===== src/rtl/noise_pkg.sv =====
// Shared types, defaults and the shift/saturate helper for the noise serializer.
package noise_pkg;

  localparam int unsigned IN_W_DEF  = 32;
  localparam int unsigned OUT_W_DEF = 16;
  localparam int unsigned CNT_W_DEF = 16;
  localparam int unsigned SHIFT_W   = 5;

  // Wide enough for any supported input width (32 or 48) after sign extension.
  localparam int unsigned SAMPLE_W  = 64;

  localparam logic signed [SAMPLE_W-1:0] SAT_MAX_DEF = (64'sd1 <<< (OUT_W_DEF - 1)) - 64'sd1;
  localparam logic signed [SAMPLE_W-1:0] SAT_MIN_DEF = ~SAT_MAX_DEF;

  // Largest representable value of a signed out_w-bit sample.
  function automatic logic signed [SAMPLE_W-1:0] sat_max(input int unsigned out_w);
    return (64'sd1 <<< (out_w - 1)) - 64'sd1;
  endfunction

  // Smallest representable value of a signed out_w-bit sample.
  function automatic logic signed [SAMPLE_W-1:0] sat_min(input int unsigned out_w);
    return ~sat_max(out_w);
  endfunction

  // Arithmetic right shift then clamp to the signed out_w-bit range.
  // The caller sign-extends to SAMPLE_W, so shifts at or beyond the
  // original input width naturally collapse to 0 or -1.
  function automatic logic signed [SAMPLE_W-1:0] sat_shift(
    input logic signed [SAMPLE_W-1:0] sample,
    input logic        [SHIFT_W-1:0]  shift,
    input int unsigned                out_w
  );
    logic signed [SAMPLE_W-1:0] s;
    logic signed [SAMPLE_W-1:0] hi;
    logic signed [SAMPLE_W-1:0] lo;
    s  = sample >>> shift;
    hi = sat_max(out_w);
    lo = sat_min(out_w);
    if (s > hi) begin
      return hi;
    end
    if (s < lo) begin
      return lo;
    end
    return s;
  endfunction

endpackage


===== src/rtl/noise_serializer_if.sv =====
// Pair-in / sample-out stream bundle between the Box-Muller core and its consumer.
interface noise_serializer_if #(
  parameter int unsigned IN_W  = noise_pkg::IN_W_DEF,
  parameter int unsigned OUT_W = noise_pkg::OUT_W_DEF,
  parameter int unsigned CNT_W = noise_pkg::CNT_W_DEF
);

  logic                          in_valid;
  logic [IN_W-1:0]               n1;
  logic [IN_W-1:0]               n2;
  logic                          in_ready;
  logic [noise_pkg::SHIFT_W-1:0] shift;
  logic                          out_valid;
  logic                          out_ready;
  logic [OUT_W-1:0]              out_data;
  logic                          out_sel;
  logic [CNT_W-1:0]              drop_cnt;

  // Generator/consumer side.
  modport master (
    output in_valid, n1, n2, shift, out_ready,
    input  in_ready, out_valid, out_data, out_sel, drop_cnt
  );

  // Serializer side.
  modport slave (
    input  in_valid, n1, n2, shift, out_ready,
    output in_ready, out_valid, out_data, out_sel, drop_cnt
  );

endinterface


===== src/rtl/pair_fifo.sv =====
// Small synchronous FIFO of sample pairs; storage is deliberately not reset.
module pair_fifo #(
  parameter int unsigned DEPTH  = 4,
  parameter int unsigned DATA_W = 64
) (
  input  logic              clk,
  input  logic              rst,
  input  logic              push,
  input  logic [DATA_W-1:0] wdata,
  input  logic              pop,
  output logic [DATA_W-1:0] rdata,
  output logic              full,
  output logic              empty
);

  localparam int unsigned PTR_W = $clog2(DEPTH);
  localparam int unsigned CNT_W = $clog2(DEPTH + 1);

  logic [DATA_W-1:0] mem [DEPTH];
  logic [PTR_W-1:0]  wr_ptr;
  logic [PTR_W-1:0]  rd_ptr;
  logic [CNT_W-1:0]  count;
  logic              push_ok;
  logic              pop_ok;

  // Full/empty come only from the registered count.
  assign full    = (count == CNT_W'(DEPTH));
  assign empty   = (count == '0);
  assign push_ok = push && !full;
  assign pop_ok  = pop && !empty;
  assign rdata   = mem[rd_ptr];

  // Pointers and occupancy; power-of-two depth lets pointers wrap for free.
  always_ff @(posedge clk) begin
    if (rst) begin
      wr_ptr <= '0;
      rd_ptr <= '0;
      count  <= '0;
    end else begin
      if (push_ok) begin
        wr_ptr <= wr_ptr + PTR_W'(1);
      end
      if (pop_ok) begin
        rd_ptr <= rd_ptr + PTR_W'(1);
      end
      case ({push_ok, pop_ok})
        2'b10:   count <= count + CNT_W'(1);
        2'b01:   count <= count - CNT_W'(1);
        default: count <= count;
      endcase
    end
  end

  always_ff @(posedge clk) begin
    if (push_ok) begin
      mem[wr_ptr] <= wdata;
    end
  end

endmodule


===== src/rtl/noise_serializer.sv =====
// Buffers Gaussian sample pairs and streams them out one scaled, saturated sample at a time.
module noise_serializer
  import noise_pkg::*;
#(
  parameter int unsigned IN_W  = IN_W_DEF,
  parameter int unsigned OUT_W = OUT_W_DEF,
  parameter int unsigned DEPTH = 4,
  parameter int unsigned CNT_W = CNT_W_DEF
) (
  input  logic              clk,
  input  logic              rst,
  noise_serializer_if.slave io
);

  localparam int unsigned PAIR_W = 2 * IN_W;

  logic                    fifo_full;
  logic                    fifo_empty;
  logic                    push;
  logic                    pop;
  logic                    sample_acc;
  logic                    drop;
  logic                    out_sel_q;
  logic [CNT_W-1:0]        drop_q;
  logic [PAIR_W-1:0]       head;
  logic signed [IN_W-1:0]  half;

  // n1 sits in the upper half of each stored entry.
  pair_fifo #(
    .DEPTH  (DEPTH),
    .DATA_W (PAIR_W)
  ) u_fifo (
    .clk   (clk),
    .rst   (rst),
    .push  (push),
    .wdata ({io.n1, io.n2}),
    .pop   (pop),
    .rdata (head),
    .full  (fifo_full),
    .empty (fifo_empty)
  );

  assign push       = io.in_valid && !fifo_full;
  assign drop       = io.in_valid && fifo_full;
  assign sample_acc = !fifo_empty && io.out_ready;
  assign pop        = sample_acc && out_sel_q;

  // Half-select: toggles per accepted sample, so it returns to 0 on every pop.
  always_ff @(posedge clk) begin
    if (rst) begin
      out_sel_q <= 1'b0;
    end else if (sample_acc) begin
      out_sel_q <= !out_sel_q;
    end
  end

  // Saturating count of pairs lost while the FIFO was full.
  always_ff @(posedge clk) begin
    if (rst) begin
      drop_q <= '0;
    end else if (drop && (drop_q != '1)) begin
      drop_q <= drop_q + CNT_W'(1);
    end
  end

  always_comb begin
    half = '0;
    if (out_sel_q) begin
      half = head[IN_W-1:0];
    end else begin
      half = head[PAIR_W-1:IN_W];
    end
  end

  assign io.in_ready  = !fifo_full;
  assign io.out_valid = !fifo_empty;
  assign io.out_sel   = out_sel_q;
  assign io.drop_cnt  = drop_q;
  assign io.out_data  = fifo_empty ? '0
                                   : OUT_W'(sat_shift(SAMPLE_W'(half), io.shift, OUT_W));

endmodule


===== src/flat_wrapper.sv =====
// flat-port wrapper written by rule: the top's interface ports become plain ports
module noise_serializer_flat import noise_pkg::*;
#(
  parameter int unsigned IN_W  = IN_W_DEF,
  parameter int unsigned OUT_W = OUT_W_DEF,
  parameter int unsigned DEPTH = 4,
  parameter int unsigned CNT_W = CNT_W_DEF
)
  (clk, rst, io_in_valid, io_n1, io_n2, io_shift, io_out_ready, io_in_ready, io_out_valid, io_out_data, io_out_sel, io_drop_cnt);
  noise_serializer_if #(.IN_W(IN_W), .OUT_W(OUT_W), .CNT_W(CNT_W)) io_i ();
  input  logic clk;
  input  logic rst;
  input wire logic [$bits(io_i.in_valid)-1:0] io_in_valid;
  input wire logic [$bits(io_i.n1)-1:0] io_n1;
  input wire logic [$bits(io_i.n2)-1:0] io_n2;
  input wire logic [$bits(io_i.shift)-1:0] io_shift;
  input wire logic [$bits(io_i.out_ready)-1:0] io_out_ready;
  output wire logic [$bits(io_i.in_ready)-1:0] io_in_ready;
  output wire logic [$bits(io_i.out_valid)-1:0] io_out_valid;
  output wire logic [$bits(io_i.out_data)-1:0] io_out_data;
  output wire logic [$bits(io_i.out_sel)-1:0] io_out_sel;
  output wire logic [$bits(io_i.drop_cnt)-1:0] io_drop_cnt;
  assign io_i.in_valid = io_in_valid;
  assign io_i.n1 = io_n1;
  assign io_i.n2 = io_n2;
  assign io_i.shift = io_shift;
  assign io_i.out_ready = io_out_ready;
  assign io_in_ready = io_i.in_ready;
  assign io_out_valid = io_i.out_valid;
  assign io_out_data = io_i.out_data;
  assign io_out_sel = io_i.out_sel;
  assign io_drop_cnt = io_i.drop_cnt;
  noise_serializer #(.IN_W(IN_W), .OUT_W(OUT_W), .DEPTH(DEPTH), .CNT_W(CNT_W)) u_core (.clk(clk), .rst(rst), .io(io_i));
endmodule

===== config.mk =====
export PLATFORM = sky130hd
export DESIGN_NAME = noise_serializer_flat
export DESIGN_NICKNAME = d
export VERILOG_FILES = /design/src/rtl/noise_pkg.sv /design/src/rtl/noise_serializer_if.sv /design/src/rtl/pair_fifo.sv /design/src/rtl/noise_serializer.sv /design/src/flat_wrapper.sv
export SDC_FILE = /design/constraint.sdc
export NUM_CORES = 1
export LEC_CHECK = 0
export CAP_MARGIN = 0
export CORE_ASPECT_RATIO = 2
export CORE_MARGIN = 2
export CORE_UTILIZATION = 58
export CTS_CLUSTER_SIZE = 16
export DETAILED_ROUTE_END_ITERATION = 10
export GPL_TIMING_DRIVEN = 0
export MAX_ROUTING_LAYER = met4
export PLACE_DENSITY_LB_ADDON = 0.2
export SYNTH_ARGS = -nofsm -noshare
export SYNTH_HDL_FRONTEND = slang
export SYNTH_SLANG_ARGS = --single-unit

===== constraint.sdc =====
create_clock -name clk -period 5.7 [get_ports clk]
set_input_delay 1.14 -clock clk [delete_from_list [all_inputs] [get_ports clk]]
set_output_delay 1.14 -clock clk [all_outputs]
set_load 0.01 [all_outputs]

==> results of run 1 <==
==> per-layer routing <==
metal  track usage [%]  up-vias  share of wire [%]
met2              52.1      269                 56
met4              16.1        0                6.7
li1                  -     3440                  -
met5                 -        -                  0
met3              2.79      102                4.0
met1              28.4     3862                 33
==> cell usage after synthesis (2+ instances only) <==
library cell,number
edfxtp_1,256
mux4_2,65
nor2_1,63
mux2i_1,53
o21ai_0,41
mux2_2,38
nand2_1,38
clkbuf_1,27
dfxtp_1,26
a21oi_1,22
mux4_1,14
inv_1,12
xor2_1,11
nand3_1,9
buf_2,8
o211ai_1,8
xnor2_1,8
nor3_1,7
and2_1,6
and3_1,6
buf_1,6
ha_1,6
and4_1,4
or3_1,4
a211oi_1,3
buf_4,3
buf_6,3
o21a_1,3
o31ai_1,3
a211o_1,2
a22oi_1,2
clkinv_1,2
nand4b_1,2
o211a_1,2
o221ai_1,2
or2_2,2
==> cell families (layout without fill, tap and decap cells) <==
family	count (synthesis)	after routing
AND/OR/NAND/NOR	147	147
buffers and inverters	62	229
adder cells (fa/ha/maj)	7	7
XOR/XNOR	19	19
flip-flops	282	282
AO/OA/AOI/OAI	102	102
multiplexers	170	170
==> repair_timing <==
| item | CTS | global route |
|---|---|---|
| buffers inserted | 13 | 5 |
| endpoints found under the hold margin | 0 | 0 |
| endpoints found under the setup margin | 15 | 15 |
| gates resized for setup | 81 | 35 |
| cloned | 1 | 0 |
| pin swaps | 2 | 5 |
==> cell type report <==
type / count / area [sq um]
Buffer: 48 / 279
Clock inverter: 13 / 174
Inverter: 14 / 52.6
Clock buffer: 28 / 616
Multi-Input combinational cell: 445 / 4460
Tap cell: 276 / 345
Sequential cell: 282 / 8210
Fill cell: 1487 / 6580
Timing Repair Buffer: 126 / 1250
==> tightest hold or removal path: stages (launching register included) <==
cell,delay (ns)
dfxtp_1,0.34
nand2_1,0.07
a21oi_1,0.06
==> registers in the layout, indices dropped and copies added (netlist names), named ones only <==
| signal | count |
|---|---|
| u_core.io.drop_cnt | 16 |
| u_core.io.out_sel | 1 |
| u_core.u_fifo.count | 3 |
| u_core.u_fifo.mem | 256 |
| u_core.u_fifo.rd_ptr | 2 |
| u_core.u_fifo.wr_ptr | 2 |
==> stage by stage <==
stage	power (mW)	worst slack, ns	std cells	hold slack [ns]	setup TNS (ns)
6_report	4.98	0.0391	1232	0.513	0
5_1_grt	5.13	-0.00839	1232	0.544	-0.0141
4_1_cts	4.99	-0.125	1227	0.518	-0.521
3_5_place_dp	3.33	-0.857	1172	0.508	-11.98
3_3_place_gp	3.30	-0.804	1168	0.479	-11.06
2_1_floorplan	2.96	0.489	789	0.467	0
==> power groups by stage <==
stage          Combinational, mW  Clock, mW  Sequential, mW
2_1_floorplan              0.530          0            2.43
3_3_place_gp               0.859          0            2.44
3_5_place_dp               0.889          0            2.44
4_1_cts                    0.920       1.67            2.39
5_1_grt                    0.988       1.74            2.40
6_report                   0.934       1.65            2.39
==> worst min path at each step <==
stage / from / endpoint / slack, ns / cells after the start
2_1_floorplan: u_core.u_fifo.count[2] / u_core.u_fifo.count[2] / 0.47 / 2
3_3_place_gp: u_core.u_fifo.count[2] / u_core.u_fifo.count[2] / 0.48 / 2
3_5_place_dp: u_core.u_fifo.wr_ptr[1] / u_core.u_fifo.wr_ptr[1] / 0.51 / 2
4_1_cts: u_core.io.drop_cnt[14] / u_core.io.drop_cnt[14] / 0.52 / 2
5_1_grt: u_core.io.drop_cnt[14] / u_core.io.drop_cnt[14] / 0.54 / 2
6_report: u_core.u_fifo.wr_ptr[1] / u_core.u_fifo.wr_ptr[1] / 0.51 / 2
==> out/metrics.yaml, run 1 <==
power:
  leakagePower_nw: 5.13
  p_comb_share_pct: 18.8
  p_clk_share_pct: 33.2
  irDropWorstVdd_mv: 0.303
  p_sw_share_pct: 25.1
  power_per_cell_area_nw_per_um2: 323
  p_sw_mw: 1.25
  p_int_mw: 3.73
  p_seq_share_pct: 48.1
drt:
  drt_first_pass_iters: 5
  routed_wl_mm: 32.1
  vias: 7673
  dr.first_iter.drc_count: 517
  vias_per_cell: 6.23
  antenna_left: 0
  wl_per_cell_um: 26.1
  drc: 0
final_layout:
  final_cell_area_sq_um: 15400
  final_util_pct: 70.1
  nNetsFinal: 1021
  final_cell_mix: "edfxtp_1 (256), clkdlybuf4s50_1 (88), mux4_2 (73)"
  synthToLayoutAreaGrowth_pct: 19.4
  layout_commonest_cell: "edfxtp_1"
  drive_gt1_share_pct: 24.3
  antenna_cells: 0
place:
  place_congestion: 0.946
  port_buffers: 103
  hpwl_mm: 23.3
  dpl_cell_area_sq_um: 14400
floorplanning:
  placementRows: 77
  ios: 108
  die_area_sq_um: 23500
  core_sq_um: 22000
  die_h_um: 215
  die_w_um: 109
  initial_core_util_pct: 58.7
critical_path:
  critPathBufInv: 7
  worst_ep_required_time_ns: 4.56
  r2r_end: "u_core.u_fifo.count[2]"
  slowest_delay_ns: 0.60
  critPathLaunchType: "flop"
  rr_worst_depth: 11
  r2r-start: "u_core.io.out_sel"
  cpLargestDelayFamily: "multiplexers"
  critical-path-slowest-cell: "mux4_2"
  worstPathCellList: "buf_8, buf_12, buf_12, buf_4, mux4_2, mux2_4, mux2i_1, o21ai_2, mux2i_2, o21ai_2, or4_4, o311ai_4, buf_4, buf_6, o21ai_0, clkbuf_2"
  path_depth: 16
  r2r_slack_ns: 2.13
  worstPathArrival_ns: 4.52
  worst-path-max-fanout: 6
  crit_path_end: "io_out_data[11]"
  crit_type: "reg -> out"
  critPathCaptureType: "output pin"
logic_synthesis:
  async_reset_ff_share_pct: 0
  synth_compound_area_share_pct: 5.18
  synth_cell_types: 58
  synth_enable_flop_cells: 256
  synth_top_family_by_area: "multiplexers"
  ys_seq_elements: 282
  synthXorXnorAreaFrac_pct: 1.29
  post-synth-top-area-cell: "edfxtp_1"
  yosysTopAreaCellShare_pct: 59.6
  synthMuxAreaShare_pct: 21.6
  synth_area_leaders: "edfxtp_1 (60%), mux4_2 (11%), mux2i_1 (4.1%)"
  yosysWarnings: 0
  syn_avg_cell_area_sq_um: 16.3
  synth-adder-area-share_pct: 0.738
  syn_inst: 789
  synth_flop_cell: "edfxtp_1"
  synth-simple-area-share_pct: 5.23
  synth_nets: 869
  syn-cell-area_sq_um: 12900
  synth_seq_area_share_pct: 63.7
global_route:
  grt_max_degree: 41
  grt.total_usage_pct: 28.5
  grt_pass1_wl_mm: 47.4
  antenna_found_initial: 0
  grt_pass1_vias: 8163
  gr-total-overflow: 0
hold_path:
  hold_class: "reg -> reg"
sta:
  fin_skew_ns: 0.0250
  fmax_ghz: 0.177
  slew_headroom_pct: 37.6
  worst_pin_slew_ns: 0.929
  hold_violations: 0
  maxSlewViolCount: 0
  setup_viol: 0
  min_period_ns: 5.66
  fin_crit_sh_pct: 99.3
clocking:
  cts-root-buf: "clkbuf_16"
  clockBufferDepth: 3
  clock_latency_ns: 0.55
  numCtsBuffers: 24
  clock_sinks: 282
  tritoncts: "yes"
  cts_hold_buffers: 0
  cts_max_level: 1
  path_clk_slew_ns: 0.07
flow_run:
  drv_cap: 0
run_status:
  status: "finished, final reports clean"
Note: power is estimated with default switching activity, not from simulation.
==> inputs of run 2 (changes only) <==
--- a/config.mk
+++ b/config.mk
@@ -6,7 +6,6 @@
 export NUM_CORES = 1
 export LEC_CHECK = 0
 export CAP_MARGIN = 0
-export CORE_ASPECT_RATIO = 2
 export CORE_MARGIN = 2
 export CORE_UTILIZATION = 58
 export CTS_CLUSTER_SIZE = 16
==> out/metrics.yaml, run 2 (synthesized netlist as in run 1, its figures left out) <==
final_layout:
  instances_no_fill: 1243
  drive_gt1_share_pct: 24.0
  synthToLayoutAreaGrowth_pct: 19.7
  fillCellCount: 1441
  nNetsFinal: 1022
  multi_input_area_sq_um: 4470
  final_cell_mix: "edfxtp_1 (256), clkdlybuf4s50_1 (88), mux4_2 (72)"
  top_register: "u_core.u_fifo.mem"
  final_cell_area_sq_um: 15400
  antenna_cells: 0
  final_util_pct: 70.7
  largest_reg_flops: 256
  layout_commonest_cell: "edfxtp_1"
  layout.area.seq_sq_um: 8210
sta:
  maxSlewViolCount: 0
  slew_headroom_pct: 44.3
  fin_skew_ns: 0.0196
  worst_pin_slew_ns: 0.823
  fin_crit_sh_pct: 98.4
  hold_violations: 0
  setup-tns-final_ns: 0
  hold_slack_ns: 0.498
  worst_slack_ns: 0.0907
  fmax_ghz: 0.178
  min_period_ns: 5.61
  setup_viol: 0
floorplanning:
  die_w_um: 153
  placementRows: 54
  die_h_um: 153
  die_area_sq_um: 23400
  initial_core_util_pct: 59.1
  core_sq_um: 21800
  ios: 108
clocking:
  cts-root-buf: "clkbuf_16"
  clock_latency_ns: 0.54
  tritoncts: "yes"
  cts_max_level: 1
  cts_hold_buffers: 0
  path_clk_slew_ns: 0.06
  clock_sinks: 282
  numCtsBuffers: 27
  clockBufferDepth: 3
flow_run:
  drv_cap: 0
critical_path:
  r2r_slack_ns: 2.35
  worst-path-max-fanout: 6
  critPathLaunchType: "flop"
  worst_ep_required_time_ns: 4.56
  crit_type: "reg -> out"
  critPathCaptureType: "output pin"
  worstPathArrival_ns: 4.47
  rr_worst_depth: 11
drt:
  routed_wl_mm: 29.7
  antenna_left: 0
  drt_first_pass_iters: 4
  vias: 7666
  drc: 0
  wl_per_cell_um: 23.9
  dr.first_iter.drc_count: 453
  vias_per_cell: 6.17
place:
  dp.cells: 1176
  place_ws_ns: -0.827
  place_congestion: 0.940
  port_buffers: 103
  hpwl_mm: 20.4
  dpl_cell_area_sq_um: 14400
power:
  power.total_mw: 4.99
  irDropWorstVdd_mv: 0.321
  leakagePower_nw: 5.12
  power_per_cell_area_nw_per_um2: 324
hold_path:
  hold_depth: 2
  hold_class: "reg -> reg"
global_route:
  antenna_found_initial: 0
  grt.total_usage_pct: 26.0
  gr-total-overflow: 0
  grt_pass1_vias: 7895
  grt_pass1_wl_mm: 45.3
  grt_max_degree: 36
run_status:
  status: "finished, final reports clean"
==> run 2: cell types whose count changed in the layout (fill, tap and decap cells not counted), moves of 2 or more <==
cell	previous run	this run
buf_16	2	0
buf_2	12	5
bufinv_16	4	2
clkbuf_1	23	26
clkbuf_16	24	29
clkbuf_2	14	21
clkbuf_4	0	3
clkdlybuf4s15_1	0	2
clkinv_1	6	9
dlygate4sd2_1	2	0
mux2_2	36	34
mux2_4	2	4
mux2i_1	45	43
o21ai_2	4	2
==> run 2: worst max-delay path, cell delays in order, from the launching register on <==
cell and delay [ns]:
dfxtp_1 0.33, buf_6 0.15, buf_4 0.15, mux4_1 0.55, mux2_4 0.34, mux4_2 0.53, buf_4 0.16, o2bb2a_1 0.27
o211a_1 0.15, and4_1 0.20, and4_4 0.19, a41oi_4 0.30, buf_6 0.17, o21ai_0 0.14, clkdlybuf4s15_1 0.28
==> run 2: where the power goes <==
| group | internal (mW) | total (mW) | switching, mW |
|---|---|---|---|
| Sequential | 2.36 | 2.39 | 0.0284 |
| Clock | 0.962 | 1.67 | 0.712 |
| Combinational | 0.416 | 0.927 | 0.512 |
| Total | 3.74 | 4.99 | 1.25 |
==> run 2: final timing paths <==
kind	from	endpoint
setup / recovery	flop	io_out_data[4]
hold / removal	u_core.io.drop_cnt[12]	u_core.io.drop_cnt[12]
setup reg to reg	u_core.io.out_sel	u_core.u_fifo.count[2]
hold reg to reg	u_core.io.drop_cnt[12]	u_core.io.drop_cnt[12]
==> run 2: per-layer routing <==
layer / part of all wire [%] / vias to the layer above / track usage (%)
met5: 0 / - / -
met4: 3.0 / 0 / 7.94
met3: 5.0 / 60 / 3.40
met2: 52 / 237 / 43.5
met1: 40 / 3907 / 33.8
li1: - / 3462 / -
==> run 2: repair_timing <==
item / CTS / global route
cloned: 0 / 2
endpoints found under the setup margin: 15 / 15
buffers inserted: 8 / 7
pin swaps: 1 / 3
resized for setup: 53 / 64
==> run 2: area by class of cell <==
cell class / count / area share (%)
clock buffer: 37 / 4.62
timing repair buffer: 124 / 7.91
multi-input combinational: 445 / 29.0
clock inverter: 13 / 0.714
buffer: 48 / 1.95
sequential: 282 / 53.2
tap: 280 / 2.27
inverter: 14 / 0.341
==> inputs of run 3 (changes only) <==
--- a/config.mk
+++ b/config.mk
@@ -6,13 +6,14 @@
 export NUM_CORES = 1
 export LEC_CHECK = 0
 export CAP_MARGIN = 0
-export CORE_MARGIN = 2
+export CORE_MARGIN = 8
 export CORE_UTILIZATION = 58
 export CTS_CLUSTER_SIZE = 16
 export DETAILED_ROUTE_END_ITERATION = 10
 export GPL_TIMING_DRIVEN = 0
 export MAX_ROUTING_LAYER = met4
 export PLACE_DENSITY_LB_ADDON = 0.2
+export SKIP_CTS_REPAIR_TIMING = 1
 export SYNTH_ARGS = -nofsm -noshare
 export SYNTH_HDL_FRONTEND = slang
 export SYNTH_SLANG_ARGS = --single-unit
==> out/metrics.yaml, run 3 (synthesized netlist as in run 1, its figures left out) <==
run_status:
  status: "finished, final reports clean"
global_route:
  antenna_found_initial: 1
  grt_pass1_wl_mm: 46.4
  grt_max_degree: 35
  grt_pass1_vias: 7882
  gr-total-overflow: 0
  grt.total_usage_pct: 23.2
critical_path:
  r2r_end: "u_core.u_fifo.count[2]"
  crit_type: "in -> out"
  rr_worst_depth: 11
  critPathCaptureType: "output pin"
  worst-path-max-fanout: 10
  r2r_slack_ns: 2.27
  worstPathArrival_ns: 4.53
  worst_ep_required_time_ns: 4.56
  critPathLaunchType: "input pin"
  r2r-start: "u_core.io.out_sel"
clocking:
  path_clk_slew_ns: 0.06
  clock_latency_ns: 0.54
  numCtsBuffers: 28
  cts-root-buf: "clkbuf_16"
  clockBufferDepth: 3
  tritoncts: "yes"
  clock_sinks: 282
  cts_max_level: 1
sta:
  maxSlewViolCount: 0
  fin_skew_ns: 0.0125
  setup_viol: 0
  worst_pin_slew_ns: 0.755
  slew_headroom_pct: 48.9
  min_period_ns: 5.67
  fmax_ghz: 0.176
  hold_violations: 0
  fin_crit_sh_pct: 99.5
floorplanning:
  initial_core_util_pct: 59.1
  core_sq_um: 21800
  die_w_um: 165
  die_area_sq_um: 27200
  die_h_um: 165
  placementRows: 54
  ios: 108
final_layout:
  top_register: "u_core.u_fifo.mem"
  final_util_pct: 71.0
  instances_no_fill: 1237
  nNetsFinal: 1014
  largest_reg_flops: 256
  layout_commonest_cell: "edfxtp_1"
  synthToLayoutAreaGrowth_pct: 20.3
  drive_gt1_share_pct: 23.1
  final_cell_mix: "edfxtp_1 (256), clkdlybuf4s50_1 (88), mux4_2 (66)"
power:
  p_int_mw: 3.79
  irDropWorstVdd_mv: 0.394
  leakagePower_nw: 5.26
  p_clk_share_pct: 34.7
  p_sw_share_pct: 25.3
  p_seq_share_pct: 47.1
  p_sw_mw: 1.28
  power.total_mw: 5.08
  p_comb_share_pct: 18.2
  power_per_cell_area_nw_per_um2: 328
drt:
  dr.first_iter.drc_count: 597
  routed_wl_mm: 30.6
  wl_met3_mm: 2.17
  wl_per_cell_um: 24.7
  vias_per_cell: 6.17
  vias: 7627
  drc: 0
  met2_length_mm: 15.2
  dr.max_layer_used: "met4"
  wirelength_met1_mm: 12.6
  antenna_left: 0
  drt_first_pass_iters: 5
hold_path:
  whs_endpoint: "u_core.io.drop_cnt[12]"
  hold_depth: 2
  hold_path.startpoint: "u_core.io.drop_cnt[12]"
  hold_class: "reg -> reg"
place:
  port_buffers: 103
  dp.cells: 1176
  place_congestion: 0.935
  hpwl_mm: 21.1
flow_run:
  drv_cap: 0
## run 3: worst max path at each step
stage,from,to,depth (start not counted)
3_3_place_gp,io_shift[1],io_out_data[13],14
6_report,io_shift[0],io_out_data[0],13
3_5_place_dp,io_shift[1],io_out_data[8],14
2_1_floorplan,io_shift[1],io_out_data[10],13
5_1_grt,flop,io_out_data[10],12
4_1_cts,u_core.io.out_sel,io_out_data[3],12
## run 3: power by group through the flow
stage,logic (mW),clock network (mW),registers (mW)
after floorplan,0.530,0,2.43
after global placement,0.856,0,2.44
after detailed placement,0.876,0,2.43
after CTS,0.883,1.78,2.39
after global routing,0.988,1.86,2.40
final,0.925,1.76,2.39
## run 3: final cells by class
type / instances / area (sq um)
buffer: 48 / 299
clock buffer: 43 / 841
clock inverter: 9 / 56.3
inverter: 14 / 52.6
sequential: 282 / 8210
tap: 280 / 350
fill: 1396 / 6320
timing repair buffer: 115 / 1180
antenna: 1 / 2.50
multi-input combinational: 445 / 4510
## run 3: critical path, stage by stage
cell      delay, ns
clkbuf_2       0.26
clkbuf_1       0.60
nor2_1         0.18
a22oi_1        0.21
o21ai_0        0.19
mux2i_2        0.28
o21ai_2        0.11
or4_4          0.56
o311ai_4       0.37
buf_4          0.18
buf_4          0.11
o21ai_0        0.14
clkbuf_2       0.18
## run 3: through the flow
step                      hold WS, ns  area [sq um]  setup TNS, ns  setup slack (ns)
after floorplan                 0.467         12900              0             0.489
after global placement          0.477         14300         -13.70            -0.973
after detailed placement        0.498         14400         -13.24            -0.959
after CTS                       0.506         15300         -13.81             -1.09
after global routing            0.551         15500        -0.0704           -0.0397
final                           0.504         15500              0            0.0313
## run 3: per-layer routing
| layer | up-vias | GRT usage [%] |
|---|---|---|
| met5 | - | - |
| met4 | 0 | 6.63 |
| met3 | 47 | 3.45 |
| met2 | 286 | 37.5 |
| met1 | 3849 | 30.3 |
| li1 | 3445 | - |
